## config.mk

```make
export PLATFORM = sky130hd
export DESIGN_NAME = bullet_hit_ctrl
export DESIGN_NICKNAME = d
export VERILOG_FILES = /design/src/rtl/bullet_hit_ctrl.sv
export SDC_FILE = /design/constraint.sdc
export NUM_CORES = 1
export LEC_CHECK = 0
export ABC_AREA = 1
export BUFFER_PORTS_ARGS = -buffer_cell sky130_fd_sc_hd__buf_2
export CAP_MARGIN = 25
export CORE_ASPECT_RATIO = 1.5
export CORE_UTILIZATION = 25
export DETAILED_ROUTE_END_ITERATION = 12
export PLACE_DENSITY = 0.41
export SLEW_MARGIN = 10
export SYNTH_ARGS = -nofsm -noshare
export SYNTH_HDL_FRONTEND = slang
export SYNTH_SLANG_ARGS = --single-unit
export TNS_END_PERCENT = 1
```

## constraint.sdc

```tcl
create_clock -name clock -period 7.7 [get_ports clock]
set_input_delay 0.385 -clock clock [delete_from_list [all_inputs] [get_ports clock]]
set_output_delay 0.385 -clock clock [all_outputs]
set_load 0.01 [all_outputs]
```

## src/rtl/bullet_hit_ctrl.sv

```systemverilog
// rtl/bullet_hit_ctrl.sv - one shooter's bullet: launch, move, enemy hit detection, cooldown
// Optional HIT_SCORE_EN adds a saturating hit_count output.
module bullet_hit_ctrl #(
  parameter logic [31:0] MOVE_DIV = 32'd750000,
  parameter logic [31:0] COOLDOWN = 32'd37500000,
  parameter int          HIT_W    = 4,
  parameter int          HIT_H    = 6
) (
  input  logic       clock,
  input  logic       reset,
  input  logic       fire,
  input  logic [7:0] shooter_x,
  input  logic [7:0] shooter_y,
  input  logic [2:0] shooter_dir,
  input  logic [7:0] target_x,
  input  logic [7:0] target_y,
  input  logic       target_burst,
  output logic       hit,
  output logic [7:0] bullet_x,
  output logic [7:0] bullet_y,
  output logic       bullet_active,
  output logic [1:0] state_o
`ifdef HIT_SCORE_EN
  ,
  output logic [7:0] hit_count
`endif
);

  localparam logic [1:0] S_IDLE = 2'd0;
  localparam logic [1:0] S_FLY  = 2'd1;
  localparam logic [1:0] S_COOL = 2'd2;

  localparam logic [8:0] HW_M1 = 9'(HIT_W - 1);
  localparam logic [8:0] HH_M1 = 9'(HIT_H - 1);

  logic [1:0]  state;
  logic        fire_q;
  logic [2:0]  dir;
  logic [31:0] move_cnt;
  logic [31:0] cool_cnt;

  logic        fire_rise;
  logic [8:0]  bx9, by9, nx, ny;
  logic        collide;
  logic        step_due;
  logic        exit_edge;
  logic        cool_done;

  assign fire_rise = fire & ~fire_q;
  assign state_o   = state;

  // Hit box compares are done 9 bits wide so target+size cannot wrap.
  assign bx9     = {1'b0, bullet_x};
  assign by9     = {1'b0, bullet_y};
  assign collide = (bx9 >= {1'b0, target_x}) && (bx9 <= {1'b0, target_x} + HW_M1) &&
                   (by9 >= {1'b0, target_y}) && (by9 <= {1'b0, target_y} + HH_M1);

  assign step_due  = (MOVE_DIV <= 32'd1) || (move_cnt == MOVE_DIV - 32'd1);
  assign cool_done = (COOLDOWN == 32'd0) || (cool_cnt == COOLDOWN - 32'd1);

  always_comb begin
    nx = bx9;
    ny = by9;
    case (dir)
      3'b000:  ny = by9 - 9'd1;
      3'b010:  nx = bx9 + 9'd1;
      3'b100:  ny = by9 + 9'd1;
      3'b110:  nx = bx9 - 9'd1;
      default: ;
    endcase
  end

  // A step below 0 wraps to 0x1FF, so one "> 127" test covers both edges.
  assign exit_edge = dir[1] ? (nx > 9'd127) : (ny > 9'd127);

  always_ff @(posedge clock) begin
    if (reset) begin
      state         <= S_IDLE;
      fire_q        <= 1'b1;
      dir           <= 3'b000;
      move_cnt      <= 32'd0;
      cool_cnt      <= 32'd0;
      hit           <= 1'b0;
      bullet_x      <= 8'd0;
      bullet_y      <= 8'd0;
      bullet_active <= 1'b0;
`ifdef HIT_SCORE_EN
      hit_count     <= 8'd0;
`endif
    end else begin
      fire_q <= fire;
      hit    <= 1'b0;
      case (state)
        S_IDLE: begin
          if (fire_rise && !shooter_dir[0]) begin
            dir           <= shooter_dir;
            bullet_x      <= shooter_x + 8'd2;
            bullet_y      <= shooter_y + 8'd3;
            bullet_active <= 1'b1;
            move_cnt      <= 32'd0;
            state         <= S_FLY;
          end
        end
        S_FLY: begin
          if (collide && !target_burst) begin
            hit           <= 1'b1;
            bullet_active <= 1'b0;
            cool_cnt      <= 32'd0;
            state         <= S_COOL;
`ifdef HIT_SCORE_EN
            if (hit_count != 8'hFF) hit_count <= hit_count + 8'd1;
`endif
          end else if (step_due) begin
            move_cnt <= 32'd0;
            if (exit_edge) begin
              bullet_active <= 1'b0;
              cool_cnt      <= 32'd0;
              state         <= S_COOL;
            end else begin
              bullet_x <= nx[7:0];
              bullet_y <= ny[7:0];
            end
          end else begin
            move_cnt <= move_cnt + 32'd1;
          end
        end
        S_COOL: begin
          bullet_active <= 1'b0;
          if (cool_done) begin
            cool_cnt <= 32'd0;
            state    <= S_IDLE;
          end else begin
            cool_cnt <= cool_cnt + 32'd1;
          end
        end
        default: state <= S_IDLE;
      endcase
    end
  end

endmodule

```

### Word-level counts from Yosys, hierarchy flattened

Index checks and enable logic that the tools add are counted.

| storage, ports and cells | value |
|---|---|
| flip-flop bits (word level) | 88 |
| bits of input ports | 39 |
| output and inout port bits | 20 |
| word-level logic and storage cells | 95 |

| operators by class | value |
|---|---|
| $add $sub $neg | 10 |
| order comparisons | 6 |
| eq/ne operators | 14 |
| multiplexer cells | 34 |
| bitwise logic cells | 3 |
| reductions and logical operators | 19 |

Operators with widths:

| cell | number |
|---|---|
| 32-bit two-way mux | 7 |
| 32-bit one-hot mux with 2 select lines | 2 |
| 32-bit by 1-bit adder with 32-bit output (second input constant) | 2 |
| 8-bit two-way mux | 8 |
| 9-bit one-hot mux with 2 select lines | 2 |
| 32-bit by 20-bit equality test with 1-bit output (second input constant) | 1 |
| 32-bit by 26-bit equality test with 1-bit output (second input constant) | 1 |
| 8-bit one-hot mux with 2 select lines | 2 |
| 8-bit by 1-bit adder with 9-bit output (second input constant) | 2 |
| 9-bit by 7-bit greater-than comparator with 1-bit output (second input constant) | 2 |
| 8-bit by 9-bit <= comparator with 1-bit output | 2 |
| 8-bit by 1-bit subtractor with 9-bit output (second input constant) | 2 |
| 8-bit by 2-bit adder with 8-bit output (second input constant) | 2 |
| 8-bit greater-or-equal comparator | 2 |
| 2-bit two-way mux | 5 |
| 2-bit != test (second input constant) | 5 |
| 8-bit by 2-bit adder with 9-bit output (second input constant) | 1 |
| 8-bit by 3-bit adder with 9-bit output (second input constant) | 1 |
| 4-bit AND reduction | 2 |
| 3-bit equality test (second input constant) | 2 |
| 1-bit two-way mux | 6 |
| 3-bit != test (second input constant) | 2 |
| 2-bit one-hot mux with 3 select lines | 1 |
| 3-bit AND reduction | 2 |
| other kinds (15) | 22 |

### Depth between registers and ports, before layout

Gate-level depths: netlist (run 1).

| depth | value |
|---|---|
| depth in word-level cells | 8 |
| gate-level depth with buffers | 24 |
| gate-level depth less buffers | 23 |

### Worst setup path before layout (run 1)

OpenSTA, ideal clock, no wires.

| path | value |
|---|---|
| path kind | reg-to-reg |
| from | register dir[1] |
| to | register bullet_x[3] |
| setup time | 115 ps |
| data arrival time | 2704 ps |
| required time | 7585 ps |
| path slack | 4881 ps |
| cell stages (with the launch flop) | 20 |
| clock period less this slack | 2819 ps |
| cell sequence | dfxtp_1 > buf_4 > nor2_1 > inv_1 > nor2_1 > inv_1 > ha_1 > inv_1 > o21ai_0 > nand3_1 > nand3_1 > xor2_1 > nand2_1 > nand3_1 > nand2_1 > nand2_1 > nand2_2 > buf_4 > a21oi_1 > nor2_1 |

| on the way | value |
|---|---|
| longest elaborated chain between the ends | 6 |

RTL lines:

| what | line | text |
|---|---|---|
| from (decl) | 38 | `logic [2:0] dir;` |
| from (signal assigned) | 96 | `dir <= shooter_dir;` |
| 3-bit equality test, or another cell as far along | 64 | `case (dir)` |
| 9-bit one-hot mux with 2 select lines | 64 |  |
| 9-bit by 7-bit greater-than comparator with 1-bit output / 8-bit two-way mux (equally long branches) | 74, 115 |  |
| 1-bit two-way mux / 8-bit two-way mux (equally long branches) | 74, 113 |  |
| 2-bit != test (no source line) / 8-bit two-way mux (equally long branches) | - |  |
| 5-bit AND reduction (no source line) / 8-bit one-hot mux with 2 select lines (equally long branches) | - |  |
| to (signal assigned) | 97 | `bullet_x <= shooter_x + 8'd2;` |
| to (signal assigned) | 120 | `bullet_x <= nx[7:0];` |
| to (decl) | 19 | `output logic [7:0] bullet_x,` |

Several ways; a longest one is shown, not always the timed one. The select of a mux whose other input is x is not followed.
A chain may end at the register's enable or synchronous reset.

### Worst setup path in the final report (run 1)

| path | value |
|---|---|
| from | input target_x[0] |
| to | register bullet_y[1] |

| on the way | value |
|---|---|
| longest elaborated chain between the ends | 8 |

RTL lines:

| what | line | text |
|---|---|---|
| from (decl) | 15 | `input logic [7:0] target_x,` |
| 8-bit by 2-bit adder with 9-bit output | 55 | `assign collide = (bx9 >= {1'b0, target_x}) && (bx9 <= {1'b0, target_x} + HW_M1) &&` |
| 8-bit by 9-bit <= comparator with 1-bit output | 55 |  |
| 1-bit logical AND (*) (2 in a row) | 55 |  |
| 1-bit logical AND (*) | 56 | `(by9 >= {1'b0, target_y}) && (by9 <= {1'b0, target_y} + HH_M1);` |
| 1-bit logical AND (*) | 105 | `if (collide && !target_burst) begin` |
| 2-bit != test (no source line) (*) | - |  |
| 5-bit AND reduction (no source line) (*) | - |  |
| to (signal assigned) | 98 | `bullet_y <= shooter_y + 8'd3;` |
| to (signal assigned) | 121 | `bullet_y <= ny[7:0];` |
| to (decl) | 20 | `output logic [7:0] bullet_y,` |

Mark *: on every way between the ends. The rest lies on a longest branch, timed or not.

==> metrics.txt, run 1 <==
status completed; pins over their slew limit 0; WL/cell 14.3 um; CTS root buffer clkbuf_16; fillcell total 3,481; Clk pin slew, worst setup/hold paths 0.08 ns; synthesized area per cell 6.13 um^2; initial antenna violation count 0; fin crit period 3.70 ns; All-Layer GR Usage 16.0%; Max Fclk 271 MHz; CTS tree yes; worst slew pin tran 0.720 ns; H-tree levels 3; critical path capture point type flip-flop; CORE AREA 29,700 um^2; Die Ht 215 um; final setup vio count 0; sequential share of the synthesized area 23.3%; Post-Route WL 24.0 mm; sw frac 45.2%; number of library cell types mapped by synthesis 48; Setup Crit Path Kind input pin to flip-flop; total grt overflow 0; largest net degree at the start of global routing 56; CTS max path bufs 2; Worst EP required 8.01 ns; most common cell after layout, fill and taps aside nand2_1; CTS buffer count 9; critical path arrival 4.00 ns; sw power 0.000918 W; Syn Std Cell Area 7580 um^2; CTS sink cnt 88; Multi-input gate area 5030 um^2; Worst setup SP type input pin; Antenna Violating Nets Remaining 0; combinational power share 44.9%; die width 144 um; synthesis-stage register bit count 88; prevailing post-synth register cell dfxtp_1; first-pass GRT wire length 38.5 mm; routed vias 7,812; dominant cell type by area after synthesis dfxtp_1; die area 31,000 um^2; Setup Buffers After CTS 0; Hold Crit Class input pin to flip-flop; Synth top area share 23.3%; area grow syn2layout 11.9%; Flop pwr share 32.2%; vias in the first global route 7,588; Placed Cells 1,653; Peak VDD IR 0.000136 V; GP Congestion 0.824; count of cells resized by post-cts repair 0; PortBufs 58; nets 1,360; DPL Wire Length 18.2 mm; top cells by area, synth dfxtp_1 23%, nand2_1 14%, nor2_1 8.5%; # rows 77; drt pass-1 iters 5; worst hold path depth 2; Int Pwr 0.00111 W; hold_ws 0.202 ns; initial core utilization 25.5%; share of synthesized registers carrying an async set or reset 0%; RSZ-0062 raised after global routing false; Max Clock Skew 0.0121 ns; # DRC 0; hold_buf cts 0; Syn. warnings 0; vias per std cell 4.68; Hold Vio Cnt, Final 0; Pleak 3.69 nW; Inserted Diodes 0; number of synthesized flops with an enable pin 0; worst-case reg-to-reg path depth 18; Iteration-0 DRC Markers 264; most frequent cells in the layout 280 x nand2_1, 171 x nor2_1, 145 x inv_1; Clock Power Share 22.9%; Crit Path Max Fanout 33; setup TNS 0 ns; clk_lat worst skew 0.38 ns; Cells after Synth 1,236; maxcap violations 0; Storage cell area 1760 um^2; Final Cycle Share 48.0%; slew margin rel. 51.9%; power density cells 240 nW/um^2; layout cell share with drive strength beyond 1 8.39%; Synth Net Count 1,326; Non-Filler Instances 1,670; # IOs 59
==> final cells by class <==
type	count	share of cell area [%]
inverters	151	6.69
flip-flops and latches	88	20.8
repair buffers	63	3.87
multi-input cells	957	59.3
clock buffers	10	2.70
clock inverters	6	0.812
well taps	395	5.83
==> metal layers <==
metal	up-vias	track usage [%]	share of wire, %
li1	4135	-	-
met1	3549	17.1	42
met2	104	30.5	53
met3	24	2.94	2.9
met4	0	5.86	2.3
met5	-	0	0
==> per-stage QoR <==
step | utilization (%) | power (W) | setup WS, ns | instance area, um^2
floorplan | - | 0.00136 | 4.88 | 7580
finish | 28.6 | 0.00203 | 4.00 | 8470
detailed placement | 27.5 | 0.00159 | 3.46 | 8170
global route | 28.6 | 0.00223 | 3.64 | 8470
global placement | 27.5 | 0.00159 | 3.21 | 8160
CTS | 28.5 | 0.00207 | 3.41 | 8470
==> critical path: stages <==
cell and delay [ns]:
buf_2 0.09, inv_1 0.06, a21oi_1 0.25, nand3_1 0.17, nor3_1 0.20, xor2_1 0.19
ha_1 0.26, and3_1 0.20, nand3_1 0.07, nand2_1 0.05, inv_1 0.04, nand2_1 0.04
nand2_1 0.13, nor2_1 0.07, nand4_1 0.16, nand2_2 0.43, nor2_4 0.72, nand2_2 0.23
nand2_1 0.10, nand2_1 0.05, nor2_1 0.09
==> state kept, by name, summed over array words and instances, names as in the netlist <==
signal	count
bullet_active	1
bullet_x	8
bullet_y	8
cool_cnt	32
dir	3
fire_q	1
hit	1
move_cnt	32
state_o	2
==> power by group through the flow <==
stage | logic, W | registers, W | clock network (W)
finish | 0.000911 | 0.000653 | 0.000466
global route | 0.00106 | 0.000670 | 0.000506
CTS | 0.000927 | 0.000657 | 0.000490
detailed placement | 0.000923 | 0.000667 | 0
global placement | 0.000918 | 0.000668 | 0
floorplan | 0.000730 | 0.000630 | 0
==> cell usage after synthesis (3+ instances only) <==
master and n:
clkbuf_1 16, inv_2 5, ha_1 50, nor3b_1 11, or2_2 7, a21oi_1 104, nor3_1 41, buf_4 7
inv_1 146, o21ai_0 46, nand4_1 40, o21a_1 3, o21ai_1 4, o21bai_1 3, a31oi_1 3, xnor2_1 6
xor2_1 37, nand2_1 280, nand2_2 5, nand3_1 99, buf_2 12, dfxtp_1 88, nor2_2 3, nor2_1 171
buf_6 4, and3_1 3, nor4_1 15
==> path summary, 6_finish.rpt <==
kind | start | slack, ns | endpoint
max | target_x[0] | 4.00 | bullet_y[1]$_SDFFE_PP0P_
min reg2reg | cool_cnt[30]$_SDFFE_PP0P_ | 0.50 | cool_cnt[30]$_SDFFE_PP0P_
max reg2reg | dir[1]$_SDFFE_PP0P_ | 4.09 | cool_cnt[11]$_SDFFE_PP0P_
min | fire | 0.20 | fire_q$_SDFF_PP1_
==> cell families (layout without fill, tap and decap cells) <==
logic type	count (synthesis)	in the layout	share of synthesized area, %
buffers and inverters	191	230	10.4
AO/OA/AOI/OAI	176	176	12.4
flip-flops	88	88	23.3
AND/OR/NAND/NOR	687	687	40.4
adder cells (fa/ha/maj)	51	51	8.52
XOR/XNOR	43	43	4.97
No activity file was read; power rests on OpenSTA's default activity.
==> run 2: changes to the inputs <==
- PLACE_DENSITY: 0.41 -> 0.42
- clock period: 7.7 -> 3.2 ns (I/O delays scaled with it)
==> run 2 against run 1 <==
Combinational power grew to 2.5 times the previous value. Sequential power grew 140%. Utilization increased by 0.64 points. Routed wire length grew 0.13%. Clock-buffer cell count fell by 1. Design area grew 2.2%. Critical endpoint is now cool_cnt[12]$_SDFFE_PP0P_. Hold slack worse by 0.18 ns. Register-to-register slack worse by 3.7 ns.
==> metrics.txt, run 2 (synthesis gave the netlist of run 1 again) <==
Peak VDD IR 0.000219 V (was 0.000136 V); Setup Buffers After CTS 0 (unchanged); CTS tree yes (unchanged); Clk pin slew, worst setup/hold paths 0.07 ns (was 0.08 ns); vias per std cell 4.65 (was 4.68); H-tree levels 3 (unchanged); Int Pwr 0.00277 W (was 0.00111 W); Setup Crit Path Kind flip-flop to flip-flop (was input pin to flip-flop); DPL Wire Length 18.8 mm (was 18.2 mm); Final Cycle Share 88.0%; layout cell share with drive strength beyond 1 9.83% (was 8.39%); CTS max path bufs 2 (unchanged); Die Ht 215 um (unchanged); Inserted Diodes 0 (unchanged); status completed (unchanged); All-Layer GR Usage 16.2% (was 16.0%); most frequent cells in the layout 280 x nand2_1, 170 x nor2_1, 144 x inv_1 (was 280 x nand2_1, 171 x nor2_1, 145 x inv_1); worst slew pin tran 0.674 ns (was 0.720 ns); Antenna Violating Nets Remaining 0 (unchanged); reg-to-reg startpoint dir[0]$_SDFFE_PP0P_ (was dir[1]$_SDFFE_PP0P_); pins over their slew limit 0 (unchanged); Post-Route WL 24.0 mm (about the same); area grow syn2layout 14.4% (was 11.9%); Max Fclk 355 MHz; # rows 77 (unchanged); Worst EP required 3.50 ns (was 8.01 ns); clk_lat worst skew 0.37 ns (was 0.38 ns); initial core utilization 25.5% (unchanged); WL/cell 14.2 um (was 14.3 um); CP max stage cell ha_1 (was nor2_4); Worst setup SP type flip-flop (was input pin); CORE AREA 29,700 um^2 (unchanged); nets 1,377 (was 1,360); PortBufs 58 (unchanged); Power, Total 0.00499 W (was 0.00203 W); maxcap violations 0 (unchanged); largest net degree at the start of global routing 39 (was 56); CTS buffer count 9 (unchanged); vias in the first global route 7,689 (was 7,588); worst setup path startpoint dir[0]$_SDFFE_PP0P_ (was target_x[0]); biggest regs cool_cnt: 32 flops, move_cnt: 32 flops (unchanged); combinational power share 46.5% (was 44.9%); hold path startpoint fire (unchanged); Max Clock Skew 0.0146 ns (was 0.0121 ns); most frequent CP cell nand2_1 (unchanged); CTS sink cnt 88 (unchanged); GP Congestion 0.829 (was 0.824); # IOs 59 (unchanged); Pleak 3.79 nW (was 3.69 nW); total grt overflow 0 (unchanged); # DRC 0 (unchanged); Crit Path Max Fanout 26 (was 33); final setup vio count 0 (unchanged); fin worst setup slack 0.385 ns (was 4.00 ns); Flop pwr share 31.3% (was 32.2%); die width 144 um (unchanged); CTS root buffer clkbuf_16 (unchanged); routed vias 7,843 (was 7,812); Iteration-0 DRC Markers 288 (was 264); pre-CTS WS 0.0341 ns (was 3.46 ns); crit-path cells nor2_1 > inv_1 > nor2_2 > inv_2 > ha_1 > a21oi_1 > nand2_1 > nand2_1 > nand3_1 > xor2_1 > nand2_1 > nand3_1 > nand2_1 > nand3_4 > buf_12 > nand3_1 > nand2_1 > nor2_1 (was buf_2 > inv_1 > a21oi_1 > nand3_1 > nor3_1 > xor2_1 > ha_1 > and3_1 > nand3_1 > nand2_1 > inv_1 > nand2_1 > nand2_1 > nor2_1 > nand4_1 > nand2_2 > nor2_4 > nand2_2 > nand2_1 > nand2_1 > nor2_1); Hold Crit Class input pin to flip-flop (unchanged); die area 31,000 um^2 (unchanged); power density cells 576 nW/um^2 (was 240 nW/um^2); sw power 0.00222 W (was 0.000918 W); RSZ-0062 raised after global routing false (unchanged); critical path capture point type flip-flop (unchanged); critical path arrival 3.12 ns (was 4.00 ns); drt pass-1 iters 5 (unchanged); CP max stage delay 0.35 ns (was 0.72 ns); Clock Power Share 22.2% (was 22.9%); most common cell after layout, fill and taps aside nand2_1 (unchanged); sw frac 44.5% (was 45.2%); initial antenna violation count 0 (unchanged); slew margin rel. 55.0% (was 51.9%); setup TNS 0 ns (unchanged); Hold Vio Cnt, Final 0 (unchanged); first-pass GRT wire length 38.9 mm (was 38.5 mm); fin crit period 2.82 ns
==> run 2: cell count changes in the layout (fill, tap and decap cells not counted), sizes merged <==
| cell | before | now |
|---|---|---|
| buf | 63 | 80 |
| clkbuf | 10 | 9 |
| clkinv | 3 | 4 |
==> run 2: metal layers <==
layer,vias to the layer above,part of all wire (%),GRT usage [%],wire (um)
met2,105,54,31.2,13000
met1,3544,42,17.5,10000
met5,-,0,0,0
li1,4178,-,-,-
met3,16,2.9,2.81,701
met4,0,1.4,4.74,324
==> run 2: final cells by class <==
type / count / area, um^2
multi-input cells: 957 / 5040
clock buffers: 9 / 225
well taps: 395 / 494
flip-flops and latches: 88 / 1760
inverters: 151 / 567
clock inverters: 7 / 70.1
fillers: 3450 / 21000
repair buffers: 80 / 509
==> run 2: final timing paths <==
check / end / slack, ns / cells after the start
worst min register to register: cool_cnt[30]$_SDFFE_PP0P_ / 0.49 / 2
worst min-delay path: fire_q$_SDFF_PP1_ / 0.02 / 2
worst max register to register: cool_cnt[12]$_SDFFE_PP0P_ / 0.38 / 18
worst max-delay path: cool_cnt[12]$_SDFFE_PP0P_ / 0.38 / 18
==> run 2: worst max-delay path, delay by kind of cell (launching register included) <==
family | cells | cell delay [ns]
and+or+nand+nor | 12 | 1.29
buffers and inverters | 3 | 0.45
adders and majority gates | 1 | 0.35
DFF | 1 | 0.34
AOI/OAI and AO/OA | 1 | 0.15
xor gates and xnor gates | 1 | 0.15
==> run 2: power groups by stage <==
stage	clock, W	combinational [W]	sequential [W]
6_report	0.00111	0.00232	0.00156
5_1_grt	0.00121	0.00271	0.00160
3_5_place_dp	0	0.00233	0.00159
2_1_floorplan	0	0.00176	0.00152
4_1_cts	0.00118	0.00234	0.00157
3_3_place_gp	0	0.00232	0.00159
==> run 2: through the flow <==
step / cell area, um^2 / hold slack, ns / utilization [%] / std cells
3_3_place_gp: 8350 / 0.415 / 28.2 / 1671
5_1_grt: 8660 / 0.0173 / 29.2 / 1687
6_report: 8660 / 0.0214 / 29.2 / 1687
3_5_place_dp: 8350 / 0.420 / 28.2 / 1671
2_1_floorplan: 7580 / 0.267 / - / 1236
4_1_cts: 8650 / 0.0118 / 29.1 / 1687
==> run 2: what timing repair did <==
item / in CTS / in global routing
gates resized for setup: 0 / 5
setup endpoints to repair: 0 / 46
hold buffers: 0 / 0
